==> src/rtl/upsample_layer.sv <==
// -----------------------------------------------------------------------------
// upsample_layer
//   Expands a small signed 8-bit feature map to twice its width and height.
//   Each input pixel becomes a 2x2 block. In nearest mode the block repeats
//   the pixel. In zero-insert mode only the top-left position of the block
//   carries the pixel and the other three positions are zero.
//   Pixels leave in raster order on a valid/ready stream. Each accepted pixel
//   is also written into a parallel output map.
//
// Ports
//   clk        rising-edge clock
//   rst        asynchronous active-high reset
//   start      begin one frame (sampled only in IDLE or DONE)
//   mode       0 = nearest, 1 = zero-insert (captured with input_fm in LATCH)
//   input_fm   signed input pixels, index = row*fm_in_width + col
//   out_ready  downstream accepts out_data this cycle
//   out_valid  out_data/out_index carry a valid pixel
//   out_data   signed output pixel
//   out_index  raster index of out_data, row*(2*fm_in_width) + col
//   output_fm  signed output map, index = row*(2*fm_in_width) + col
//   busy       high in LATCH and EMIT
//   done       high in DONE, held until the next start or reset
//
// Stream handshake: a pixel moves when out_valid and out_ready are both high
// at a rising edge. While out_valid is high and out_ready is low, out_data and
// out_index hold and nothing else advances. out_ready has no effect while
// out_valid is low.
// -----------------------------------------------------------------------------
module upsample_layer #(
   parameter int fm_in_width  = 3,
   parameter int fm_in_height = 3
) (
   input  logic                   clk,
   input  logic                   rst,
   input  logic                   start,
   input  logic                   mode,
   input  logic signed [7:0]      input_fm [fm_in_width*fm_in_height],
   input  logic                   out_ready,
   output logic                   out_valid,
   output logic signed [7:0]      out_data,
   output logic [$clog2(4*fm_in_width*fm_in_height)-1:0] out_index,
   output logic signed [7:0]      output_fm [4*fm_in_width*fm_in_height],
   output logic                   busy,
   output logic                   done
);

   localparam int IN_N  = fm_in_width * fm_in_height;
   localparam int OUT_W = 2 * fm_in_width;
   localparam int OUT_H = 2 * fm_in_height;
   localparam int OUT_N = OUT_W * OUT_H;
   localparam int IDX_W = $clog2(OUT_N);
   localparam int BI_W  = $clog2(IN_N);
   localparam int RC_W  = $clog2((OUT_W > OUT_H) ? OUT_W : OUT_H);

   typedef enum logic [1:0] {
      S_IDLE  = 2'd0,
      S_LATCH = 2'd1,
      S_EMIT  = 2'd2,
      S_DONE  = 2'd3
   } state_t;

   state_t                 state_q, state_d;
   logic signed [7:0]      buf_q [IN_N];
   logic signed [7:0]      buf_d [IN_N];
   logic                   mode_q, mode_d;
   logic [RC_W-1:0]        row_q, row_d;
   logic [RC_W-1:0]        col_q, col_d;
   logic                   out_valid_q, out_valid_d;
   logic signed [7:0]      out_data_q, out_data_d;
   logic [IDX_W-1:0]       out_index_q, out_index_d;
   logic signed [7:0]      fm_q [OUT_N];
   logic signed [7:0]      fm_d [OUT_N];

   // Raster position of an output pixel.
   function automatic logic [IDX_W-1:0] raster_idx(input logic [RC_W-1:0] r,
                                                   input logic [RC_W-1:0] c);
      return IDX_W'(r) * IDX_W'(OUT_W) + IDX_W'(c);
   endfunction

   // Source pixel in the frame buffer for an output position.
   function automatic logic [BI_W-1:0] buf_idx(input logic [RC_W-1:0] r,
                                               input logic [RC_W-1:0] c);
      return BI_W'(r >> 1) * BI_W'(fm_in_width) + BI_W'(c >> 1);
   endfunction

   // The pixel at the current counters, and at the position after them.
   logic [RC_W-1:0]   nxt_row, nxt_col;
   logic              last_px;
   logic signed [7:0] cur_pix, nxt_pix;

   always_comb begin
      last_px = (row_q == RC_W'(OUT_H - 1)) && (col_q == RC_W'(OUT_W - 1));
      if (col_q == RC_W'(OUT_W - 1)) begin
         nxt_col = '0;
         nxt_row = row_q + RC_W'(1);
      end else begin
         nxt_col = col_q + RC_W'(1);
         nxt_row = row_q;
      end
      // Zero-insert keeps only the even/even corner of each 2x2 block.
      cur_pix = (mode_q && (row_q[0] || col_q[0])) ? 8'sd0 : buf_q[buf_idx(row_q, col_q)];
      nxt_pix = (mode_q && (nxt_row[0] || nxt_col[0])) ? 8'sd0 : buf_q[buf_idx(nxt_row, nxt_col)];
   end

   // Next-state and datapath
   always_comb begin
      state_d     = state_q;
      buf_d       = buf_q;
      mode_d      = mode_q;
      row_d       = row_q;
      col_d       = col_q;
      out_valid_d = out_valid_q;
      out_data_d  = out_data_q;
      out_index_d = out_index_q;
      fm_d        = fm_q;

      unique case (state_q)
         S_IDLE: begin
            if (start) state_d = S_LATCH;
         end

         S_LATCH: begin
            buf_d   = input_fm;
            mode_d  = mode;
            row_d   = '0;
            col_d   = '0;
            state_d = S_EMIT;
         end

         S_EMIT: begin
            if (!out_valid_q) begin
               // First EMIT cycle: present pixel (0,0) from the fresh buffer.
               out_valid_d = 1'b1;
               out_data_d  = cur_pix;
               out_index_d = raster_idx(row_q, col_q);
            end else if (out_ready) begin
               fm_d[out_index_q] = out_data_q;
               if (last_px) begin
                  out_valid_d = 1'b0;
                  out_data_d  = 8'sd0;
                  state_d     = S_DONE;
               end else begin
                  row_d       = nxt_row;
                  col_d       = nxt_col;
                  out_data_d  = nxt_pix;
                  out_index_d = raster_idx(nxt_row, nxt_col);
               end
            end
         end

         S_DONE: begin
            if (start) state_d = S_LATCH;
         end

         default: state_d = S_IDLE;
      endcase
   end

   always_ff @(posedge clk or posedge rst) begin
      if (rst) begin
         state_q     <= S_IDLE;
         mode_q      <= 1'b0;
         row_q       <= '0;
         col_q       <= '0;
         out_valid_q <= 1'b0;
         out_data_q  <= 8'sd0;
         out_index_q <= '0;
         for (int i = 0; i < IN_N; i++)  buf_q[i] <= 8'sd0;
         for (int i = 0; i < OUT_N; i++) fm_q[i]  <= 8'sd0;
      end else begin
         state_q     <= state_d;
         mode_q      <= mode_d;
         row_q       <= row_d;
         col_q       <= col_d;
         out_valid_q <= out_valid_d;
         out_data_q  <= out_data_d;
         out_index_q <= out_index_d;
         buf_q       <= buf_d;
         fm_q        <= fm_d;
      end
   end

   assign out_valid = out_valid_q;
   assign out_data  = out_data_q;
   assign out_index = out_index_q;
   assign output_fm = fm_q;
   assign busy      = (state_q == S_LATCH) || (state_q == S_EMIT);
   assign done      = (state_q == S_DONE);

endmodule
==> config.mk <==
export PLATFORM = sky130hd
export DESIGN_NAME = upsample_layer
export DESIGN_NICKNAME = d
export VERILOG_FILES = /design/src/rtl/upsample_layer.sv
export SDC_FILE = /design/constraint.sdc
export NUM_CORES = 1
export LEC_CHECK = 0
export ABC_CLOCK_PERIOD_IN_PS = 29300
export CELL_PAD_IN_SITES_DETAIL_PLACEMENT = 1
export CELL_PAD_IN_SITES_GLOBAL_PLACEMENT = 1
export CORE_MARGIN = 2
export CORE_UTILIZATION = 45
export CTS_BUF_LIST = sky130_fd_sc_hd__clkbuf_8
export DETAILED_ROUTE_END_ITERATION = 10
export GPL_TIMING_DRIVEN = 1
export PLACE_DENSITY = 0.83
export SLEW_MARGIN = 20
export SYNTH_ARGS = -nofsm -noshare
export SYNTH_HDL_FRONTEND = slang
export SYNTH_SLANG_ARGS = --single-unit
==> constraint.sdc <==
create_clock -name clk -period 29.3 [get_ports clk]
set_input_delay 4.395 -clock clk [delete_from_list [all_inputs] [get_ports clk]]
set_output_delay 4.395 -clock clk [all_outputs]
set_load 0.1 [all_outputs]
==> summary.md, run 1 <==
| Metric | Value |
|---|---|
| Fin crit share | `0.252` |
| Multiplexer share of the synthesized area | `0.276` |
| H-tree level count | `3` |
| Synth Area in Simple Gates | `0.0493` |
| Die width | `196 um` |
| Largest family of logic cells by synthesized area | `multiplexers` |
| Area leader, netlist | `dfrtp_1` |
| Top_reg_cell synth | `dfrtp_1` |
| Drt first pass iters | `5` |
| Detail Route Antenna Nets | `0` |
| Mean post-synth cell area | `14.2 um^2` |
| Area share of fa/ha/maj cells after synthesis | `0.0235` |
| Largest net degree at the start of global routing | `142` |
| FFs w/ async S/R, synth | `1.00` |
| Synthesized flop and latch total | `384` |
| CP required | `24900 ps` |
| WL final | `52600 um` |
| HPWL after DPL | `36700 um` |
| Peak VDD IR | `0.000106 V` |
| Unique masters post-synth | `57` |
| Top-count cell post-synth | `dfrtp_1` |
| CP Class | `reg2out` |
| Cells after Synth | `1168` |
| Setup violators final | `0` |
| GRT overflow | `0` |
| CP max stage cell | `clkdlybuf4s50_1` |
| Unrepaired setup endpoints after global routing | `no` |
| Final net count | `1671` |
| CTS tree | `built` |
| Min-delay worst type | `reg2reg` |
| Clk_lat worst skew | `630 ps` |
| Max Slew Vio Count | `0` |
| Via/cell ratio | `5.57` |
| Setup TNS | `0 ps` |
| Final hold viol count | `0` |
| Critical path's largest stage delay | `1300 ps` |
| Tmin final | `7380 ps` |
| Initial antenna violation count | `1` |
| Global-route wire length before repair | `80100 um` |
| Layout Cells excl Fill | `2076` |
| Total of max-cap violations | `0` |
| Final WS setup | `21920 ps` |
| Lkg Pwr | `10.1 nW` |
| DIE AREA | `0.0384 mm^2` |
| Slew @ Worst Pin | `1130 ps` |
| Nature of the critical path endpoint | `primary output` |
| Layout Utilization | `0.609` |
| Compound-Gate Fraction of Synth Area | `0.0428` |
| CTS Buf Count | `67` |
| Die Span Y | `196 um` |
| Setup bufs post-CTS | `0` |
| Top cell family by delay on the critical path | `buffers and inverters` |
| Clk buf depth | `3` |
| Layout cell share with drive strength beyond 1 | `0.319` |
| WP data arrival | `2980 ps` |
| Clk slew on worst S/H paths | `60 ps` |
| Clock Tree Root | `clkbuf_8` |
| Slew headroom | `0.245` |
| Final instance area | `0.0222 mm^2` |
| Core region area | `0.0364 mm^2` |
| XOR/XNOR Fraction of Synth Area | `0.00739` |
| Crit start category | `register` |
| Yosys warning count | `0` |
| # DRC | `0` |
| Setup slack at placement | `21970 ps` |
| Port Buffers | `381` |
| Outcome | `finished clean` |
| Layout Area Growth over Synthesis | `33.7%` |
| Syn_nets | `1272` |
| Buffers & Inverters on Critical Path | `1` |
| Routability cong. | `0.847` |
| Post-synth EDFFs | `0` |
| DR WL/cell | `25.3 um` |
| Synth cell count leaders | `dfrtp_1, mux2_2, nand2_1` |
| Seq/Total Area, Yosys | `0.579` |
| FMAX | `136 MHz` |
| Post-CTS Hold Buffers | `0` |
| Io pins | `382` |
| Mapped cell area | `0.0166 mm^2` |
| Area post-placement | `0.0209 mm^2` |
| PD cells | `117 mW/mm^2` |
| Synth top area share | `0.579` |
| Total Routing Usage GR | `0.278` |
| DR iter-0 viols | `530` |
| CTS Sinks | `384` |
| Final Skew | `40.2 ps` |
| Crit path max fanout | `39` |
| Starting Density | `0.456` |
| Worst path cell trace | `clkdlybuf4s50_1` |
| Vias in the first global route | `12700` |
| Ranking of synthesized cells by area | `dfrtp_1, mux2_2, mux4_2, ha_1, nand2_1` |
| Core Rows | `70` |
| Post-CTS Resized | `0` |
| Placed cells | `1966` |
| Final-layout fill cell count | `3505` |
| Detailed-route via count | `11600` |
==> cell type report <==
| cell class | instances | area, um^2 | area share |
|---|---|---|---|
| timing repair buffer | 394 | 3920 | 0.177 |
| clock buffer | 81 | 1110 | 0.0502 |
| tap | 468 | 586 | 0.0264 |
| antenna | 1 | 2.50 | 0.000113 |
| multi-input combinational | 696 | 6630 | 0.299 |
| clock inverter | 28 | 228 | 0.0103 |
| sequential | 384 | 9610 | 0.433 |
| inverter | 24 | 97.6 | 0.00440 |
==> path summary, 6_finish.rpt <==
check	cells past startpoint	end	slack, ps	start
max	1	out_data[0]	21920	out_data[0]
min	2	output_fm[220]	490	output_fm[220]
max reg2reg	16	out_data[0]	24510	row_q[1]
min reg2reg	2	output_fm[220]	490	output_fm[220]
max in group asynchronous	4	output_fm[215]	22730	rst
min in group asynchronous	2	buf_q[54]	4330	rst
==> state kept, by name (all words and copies together), names as in the netlist <==
register,count
output_fm,288
out_valid,1
buf_q,72
col_q,3
out_data,8
mode_q,1
out_index,6
row_q,3
state_q,2
==> layer usage <==
| layer | share of wire | routed length [um] | GRT usage |
|---|---|---|---|
| met5 | 0 | 0 | 0 |
| met4 | 0.044 | 2330 | 0.137 |
| met3 | 0.058 | 3050 | 0.0612 |
| met2 | 0.49 | 25700 | 0.461 |
| met1 | 0.41 | 21500 | 0.345 |
==> layout by cell type (no fill, tap or decap), drive strengths merged, types with 11 or more instances in the layout <==
cell type,count
a221oi,14
and3,12
ha,20
mux2,364
clkbuf,81
buf,13
nor2,43
nand2b,11
nand3,16
clkdlybuf4s50,381
mux4,18
o21ai,28
a31oi,11
dfrtp,384
a21oi,15
inv,44
nand2,53
==> metrics by stage <==
step                hold slack [ps]  power (mW)
finish                          489        2.59
global route                    513        2.69
CTS                             493        2.61
detailed placement              475        2.10
global placement                462        2.07
floorplan                       489        1.73
==> kinds of logic after synthesis <==
group | after synthesis
AOI/OAI and AO/OA | 102
xor gates and xnor gates | 14
adders and majority gates | 27
buffers and inverters | 88
DFF | 384
muxes | 389
and+or+nand+nor | 164
==> report_power, final <==
group	internal (mW)	switching (mW)	leakage [nW]	total [mW]
logic	0.374	0.928	4.29	1.30
clock network	0.278	0.223	0.749	0.501
registers	0.666	0.123	5.09	0.790
Power figures use the tool's default switching activity.
==> inputs of run 2 (changes only) <==
- ABC_CLOCK_PERIOD_IN_PS: 29300 -> 6700
- CORE_UTILIZATION: 45 -> 38
- PLACE_DENSITY: 0.83 -> 0.74
- clock period: 29.3 -> 6.7 ns (I/O delays scaled with it)
==> run 2 against run 1 <==
Clock power rose to 4.3 times the previous value. Sequential share of layout area fell by 0.33 points. Core utilization is 9.0 points lower. Non-clock buffer count is 1 higher. Clock skew is 15 ps lower. Combinational power increased to 4.4 times the previous value. Largest power group unchanged. Die area grew 18%.
==> summary.md, run 2 (synthesis results as in run 1) <==
| Metric | Value |
|---|---|
| Ant. Diodes | `0` |
| GRT overflow | `0` |
| Fin crit share | `0.703` |
| Slew @ Worst Pin | `1120 ps` |
| P_int | `5.73 mW` |
| Detailed-route via count | `11400` |
| Port Buffers | `381` |
| Crit path max fanout | `12` |
| Critical register-to-register path endpoint | `out_data[0]` |
| Register-to-Register Path Depth | `16` |
| Io pins | `382` |
| Core Rows | `76` |
| Switching Fraction | `0.493` |
| Final Skew | `25.7 ps` |
| WL final | `52300 um` |
| Source of the worst hold timing path | `output_fm[220]` |
| Detail Route Antenna Nets | `0` |
| Seq pwr share | `0.302` |
| H-tree level count | `3` |
| RR Startpoint | `row_q[1]` |
| Die width | `213 um` |
| Layout Utilization | `0.519` |
| Final hold viol count | `0` |
| Post-CTS Hold Buffers | `0` |
| Outcome | `finished clean` |
| Core region area | `0.0431 mm^2` |
| CTS Buf Count | `68` |
| Unrepaired setup endpoints after global routing | `no` |
| DR iter-0 viols | `645` |
| DR WL/cell | `23.8 um` |
| CP required | `7230 ps` |
| Nature of the critical path endpoint | `register` |
| CTS tree | `built` |
| CTS Sinks | `384` |
| Final-layout fill cell count | `4337` |
| Vias in the first global route | `12300` |
| Clk buf depth | `3` |
| Min-delay worst type | `reg2reg` |
| Slew headroom | `0.253` |
| FMAX | `212 MHz` |
| Peak VDD IR | `0.000320 V` |
| Drt first pass iters | `4` |
| Worst Hold Endpoint | `output_fm[220]` |
| P_sw | `5.56 mW` |
| Clk pwr share | `0.192` |
| Initial antenna violation count | `0` |
| Layout cell share with drive strength beyond 1 | `0.321` |
| Hold Path Depth | `2` |
| # DRC | `0` |
| Setup TNS | `0 ps` |
| Clk_lat worst skew | `630 ps` |
| Global-route wire length before repair | `78100 um` |
| PD cells | `505 mW/mm^2` |
| Combinational share of power | `0.505` |
| Final net count | `1673` |
| Total Routing Usage GR | `0.233` |
| Die Span Y | `213 um` |
| Setup bufs post-CTS | `0` |
| HPWL after DPL | `36800 um` |
| Final WS setup | `1990 ps` |
| Layout Area Growth over Synthesis | `34.8%` |
| Total of max-cap violations | `0` |
| Max Slew Vio Count | `0` |
| Clk slew on worst S/H paths | `70 ps` |
| Worst R2R Setup Slack | `1990 ps` |
| Lkg Pwr | `10.2 nW` |
| Post-CTS Resized | `0` |
| Via/cell ratio | `5.16` |
| Largest register FFs | `288` |
| Crit start category | `register` |
| Largest net degree at the start of global routing | `147` |
| DIE AREA | `0.0454 mm^2` |
| CP Class | `reg2reg` |
| Starting Density | `0.385` |
| WP data arrival | `5240 ps` |
| Setup slack at placement | `2000 ps` |
| Tmin final | `4710 ps` |
| Highest-count cells in the layout ignoring fill and taps | `dfrtp_1, clkdlybuf4s50_1, mux2_2` |
| Clock Tree Root | `clkbuf_8` |
| Routability cong. | `0.827` |
| Setup violators final | `0` |
==> run 2: cell types whose count changed in the layout (fill, tap and decap cells not counted), moves of 3 or more <==
cell	previous run	this run
inv_1	38	43
clkbuf_8	81	84
inv_8	5	0
clkinv_2	4	7
inv_6	1	4
==> run 2: stage by stage <==
stage / power, mW / instance area (um^2) / cells / hold WS, ps
after global routing: 11.8 / 22400 / 2203 / 510
after detailed placement: 9.19 / 21000 / 2084 / 470
after global placement: 9.09 / 21000 / 2084 / 461
after CTS: 11.4 / 22400 / 2203 / 483
final: 11.3 / 22400 / 2203 / 480
after floorplan: 7.58 / 16600 / 1168 / 489
==> run 2: cell type report <==
type / instances / area, um^2 / share of cell area
Multi-Input combinational cell: 696 / 6630 / 0.297
Inverter: 24 / 93.8 / 0.00419
Sequential cell: 384 / 9610 / 0.430
Clock inverter: 35 / 206 / 0.00923
Timing Repair Buffer: 395 / 3940 / 0.176
Clock buffer: 84 / 1160 / 0.0517
Tap cell: 585 / 732 / 0.0327
==> run 2: routing by layer <==
layer | wire, um | GRT usage | vias up
met1 | 20800 | 0.290 | 5822
met5 | 0 | 0 | -
met3 | 4550 | 0.0631 | 100
li1 | - | - | 5013
met4 | 2000 | 0.101 | 0
met2 | 25000 | 0.381 | 431
==> run 2: critical path, cell delays in order (launching register included) <==
cell and delay, ps:
dfrtp_1 640, ha_1 320, nand2_1 90, xor2_1 350
inv_1 190, ha_1 330, inv_1 70, xnor2_1 180
ha_1 180, inv_1 50, fa_1 600, or4b_2 620
o22ai_1 190, a41o_1 390, a211o_1 190, a311oi_1 40
a31oi_1 220
==> run 2: worst max path at each step <==
stage | slack [ps] | endpoint | start | cells past startpoint
floorplan | 530 | buf_q[0] | rst | 1
detailed placement | 2000 | out_data[2] | row_q[1] | 16
CTS | 2010 | out_data[0] | row_q[1] | 16
global placement | 2300 | out_data[6] | row_q[1] | 16
global route | 1700 | out_data[2] | row_q[1] | 16
finish | 1990 | out_data[0] | row_q[1] | 16
==> run 2: power by group through the flow <==
stage               sequential [mW]  combinational, mW  clock (mW)
floorplan                      5.76               1.82           0
global placement               3.42               5.67           0
detailed placement             3.46               5.73           0
CTS                            3.42               5.74        2.24
global route                   3.50               5.94        2.36
finish                         3.41               5.71        2.17
==> inputs of run 3 (changes only) <==
- ABC_CLOCK_PERIOD_IN_PS: 6700 -> 4500
- CORE_UTILIZATION: 38 -> 42
- PLACE_DENSITY: 0.74 -> 0.78
- clock period: 6.7 -> 4.5 ns (I/O delays scaled with it)
==> run 3 against run 2 <==
Wire length increased by 0.51%. Worst setup slack got worse by 1700 ps. Critical path depth decreased by 1. Non-clock buffer count increased by 13. Register-to-register slack got worse by 1700 ps. Clock power increased by 43%. Total power increased by 49%. Global-route usage increased by 2.5 points. Critical endpoint is now out_data[2]. Largest power group unchanged. Highest routed layer is now met5.
==> summary.md, run 3 (synthesis results as in run 1) <==
| Metric | Value |
|---|---|
| Crit path max fanout | `8` |
| Highest-count cells in the layout ignoring fill and taps | `dfrtp_1, clkdlybuf4s50_1, mux2_2` |
| DR iter-0 viols | `625` |
| Io pins | `382` |
| Layout cell share with drive strength beyond 1 | `0.325` |
| Detail Route Antenna Nets | `0` |
| Most common cell on crit path | `ha_1` |
| Layout Area Growth over Synthesis | `34.7%` |
| Register-to-Register Path Depth | `15` |
| Final-layout fill cell count | `3793` |
| Crit path to | `out_data[2]` |
| Nature of the critical path endpoint | `register` |
| P_sw | `8.28 mW` |
| Via/cell ratio | `5.39` |
| CP required | `5010 ps` |
| Die Span Y | `203 um` |
| WL final | `52600 um` |
| Setup bufs post-CTS | `0` |
| Slew headroom | `0.256` |
| Clk slew on worst S/H paths | `60 ps` |
| CP Class | `reg2reg` |
| Total of max-cap violations | `0` |
| Vias in the first global route | `12700` |
| WP data arrival | `4760 ps` |
| Lkg Pwr | `10.2 nW` |
| Placed cells | `2030` |
| CTS Sinks | `384` |
| H-tree level count | `3` |
| Drt first pass iters | `5` |
| GRT overflow | `0` |
| Unrepaired setup endpoints after global routing | `no` |
| Starting Density | `0.428` |
| Crit start category | `register` |
| Peak VDD IR | `0.000608 V` |
| Final Skew | `28.5 ps` |
| Layout Cells excl Fill | `2144` |
| Post-CTS Resized | `0` |
| CTS Buf Count | `66` |
| Clk buf depth | `3` |
| CTS tree | `built` |
| Combinational share of power | `0.517` |
| Final WS setup | `250 ps` |
| Ant. Diodes | `0` |
| Tmin final | `4250 ps` |
| Post-CTS Hold Buffers | `0` |
| CP max stage cell | `or4b_2` |
| Hold Path Depth | `2` |
| Final hold viol count | `0` |
| Global-route wire length before repair | `80000 um` |
| Largest net degree at the start of global routing | `113` |
| Clk pwr share | `0.185` |
| Worst R2R Setup Slack | `250 ps` |
| Min-delay worst type | `reg2reg` |
| Final net count | `1684` |
| Fin crit share | `0.944` |
| Seq pwr share | `0.298` |
| P_int | `8.49 mW` |
| Port Buffers | `381` |
| # DRC | `0` |
| RR Startpoint | `row_q[0]` |
| HPWL after DPL | `36900 um` |
| DR WL/cell | `24.5 um` |
| Largest register FFs | `288` |
| DIE AREA | `0.0411 mm^2` |
| Detailed-route via count | `11600` |
| FMAX | `235 MHz` |
| Setup violators final | `0` |
| Routability cong. | `0.863` |
| Total Routing Usage GR | `0.258` |
| Critical path's largest stage delay | `600 ps` |
| Die width | `203 um` |
| Clock Tree Root | `clkbuf_8` |
| Clk_lat worst skew | `610 ps` |
| Core Rows | `72` |
| Slew @ Worst Pin | `1110 ps` |
| Initial antenna violation count | `3` |
| Crit path from | `row_q[0]` |
| Worst path cell trace | `ha_1 > nand4b_1 > o21ai_0 > ha_1 > inv_1 > xnor2_1 > ha_1 > inv_1 > fa_1 > or4b_2 > o22ai_1 > a41o_1 > a211o_1 > a311oi_1 > a31oi_1` |
| PD cells | `750 mW/mm^2` |
| Max Slew Vio Count | `0` |
| Switching Fraction | `0.494` |
| Critical register-to-register path endpoint | `out_data[2]` |
| Outcome | `finished clean` |
| Setup slack at placement | `350 ps` |
| Core region area | `0.0388 mm^2` |
run 3: cell count changes in the layout (fill, tap and decap cells not counted):
| cell | change |
|---|---|
| inv_6 | -3 |
| buf_4 | +12 |
| buf_6 | -1 |
| inv_1 | +2 |
| clkdlybuf4s50_1 | -1 |
| dfrtp_2 | +1 |
| clkinv_2 | -5 |
| dfrtp_1 | -1 |
| bufinv_16 | -1 |
| clkinvlp_4 | +1 |
| buf_12 | +3 |
| clkinv_4 | +1 |
run 3: per-layer routing:
layer	vias to the layer above	share of wire	GRT usage
li1	5010	-	-
met1	6018	0.41	0.320
met2	417	0.50	0.441
met3	106	0.056	0.0531
met4	4	0.038	0.108
met5	-	0.00051	0
run 3: worst max-delay path: cells and delay by family (launching register included):
family          cells  cell delay (ps)
fa+ha+maj           4             1410
flops               1              460
compound gates      6             1240
simple gates        2              750
buf+inv             2              110
xor+xnor            1              170
run 3: area by class of cell:
type                       instances  area (um^2)  share of cell area
tap                              518          648              0.0290
inverter                          24         93.8             0.00420
clock buffer                      84         1160              0.0517
multi-input combinational        696         6630               0.297
timing repair buffer             408         4060               0.182
clock inverter                    30          149             0.00666
sequential                       384         9610               0.430
run 3: power by group through the flow:
stage               logic (mW)  clock network (mW)  registers [mW]
floorplan                 2.71                   0            8.58
global placement          8.56                   0            4.99
detailed placement        8.68                   0            5.05
CTS                       8.70                3.20            5.00
finish                    8.67                3.10            4.99
global route              8.99                3.34            5.12
run 3: how the worst min path moves through the flow:
stage	slack (ps)	from	endpoint
2_1_floorplan	490	buf_q[16]	buf_q[16]
3_3_place_gp	460	output_fm[212]	output_fm[212]
3_5_place_dp	470	output_fm[212]	output_fm[212]
4_1_cts	480	output_fm[212]	output_fm[212]
5_1_grt	510	output_fm[10]	output_fm[10]
6_report	480	output_fm[212]	output_fm[212]
run 3: through the flow:
step | TNS (ps) | hold slack (ps) | util | power [mW] | area (um^2)
floorplan | -513400 | 489 | - | 11.3 | 16600
detailed placement | 0 | 471 | 0.542 | 13.7 | 21100
global placement | 0 | 463 | 0.542 | 13.6 | 21100
global route | 0 | 514 | 0.576 | 17.4 | 22400
CTS | 0 | 484 | 0.576 | 16.9 | 22400
finish | 0 | 485 | 0.576 | 16.8 | 22400
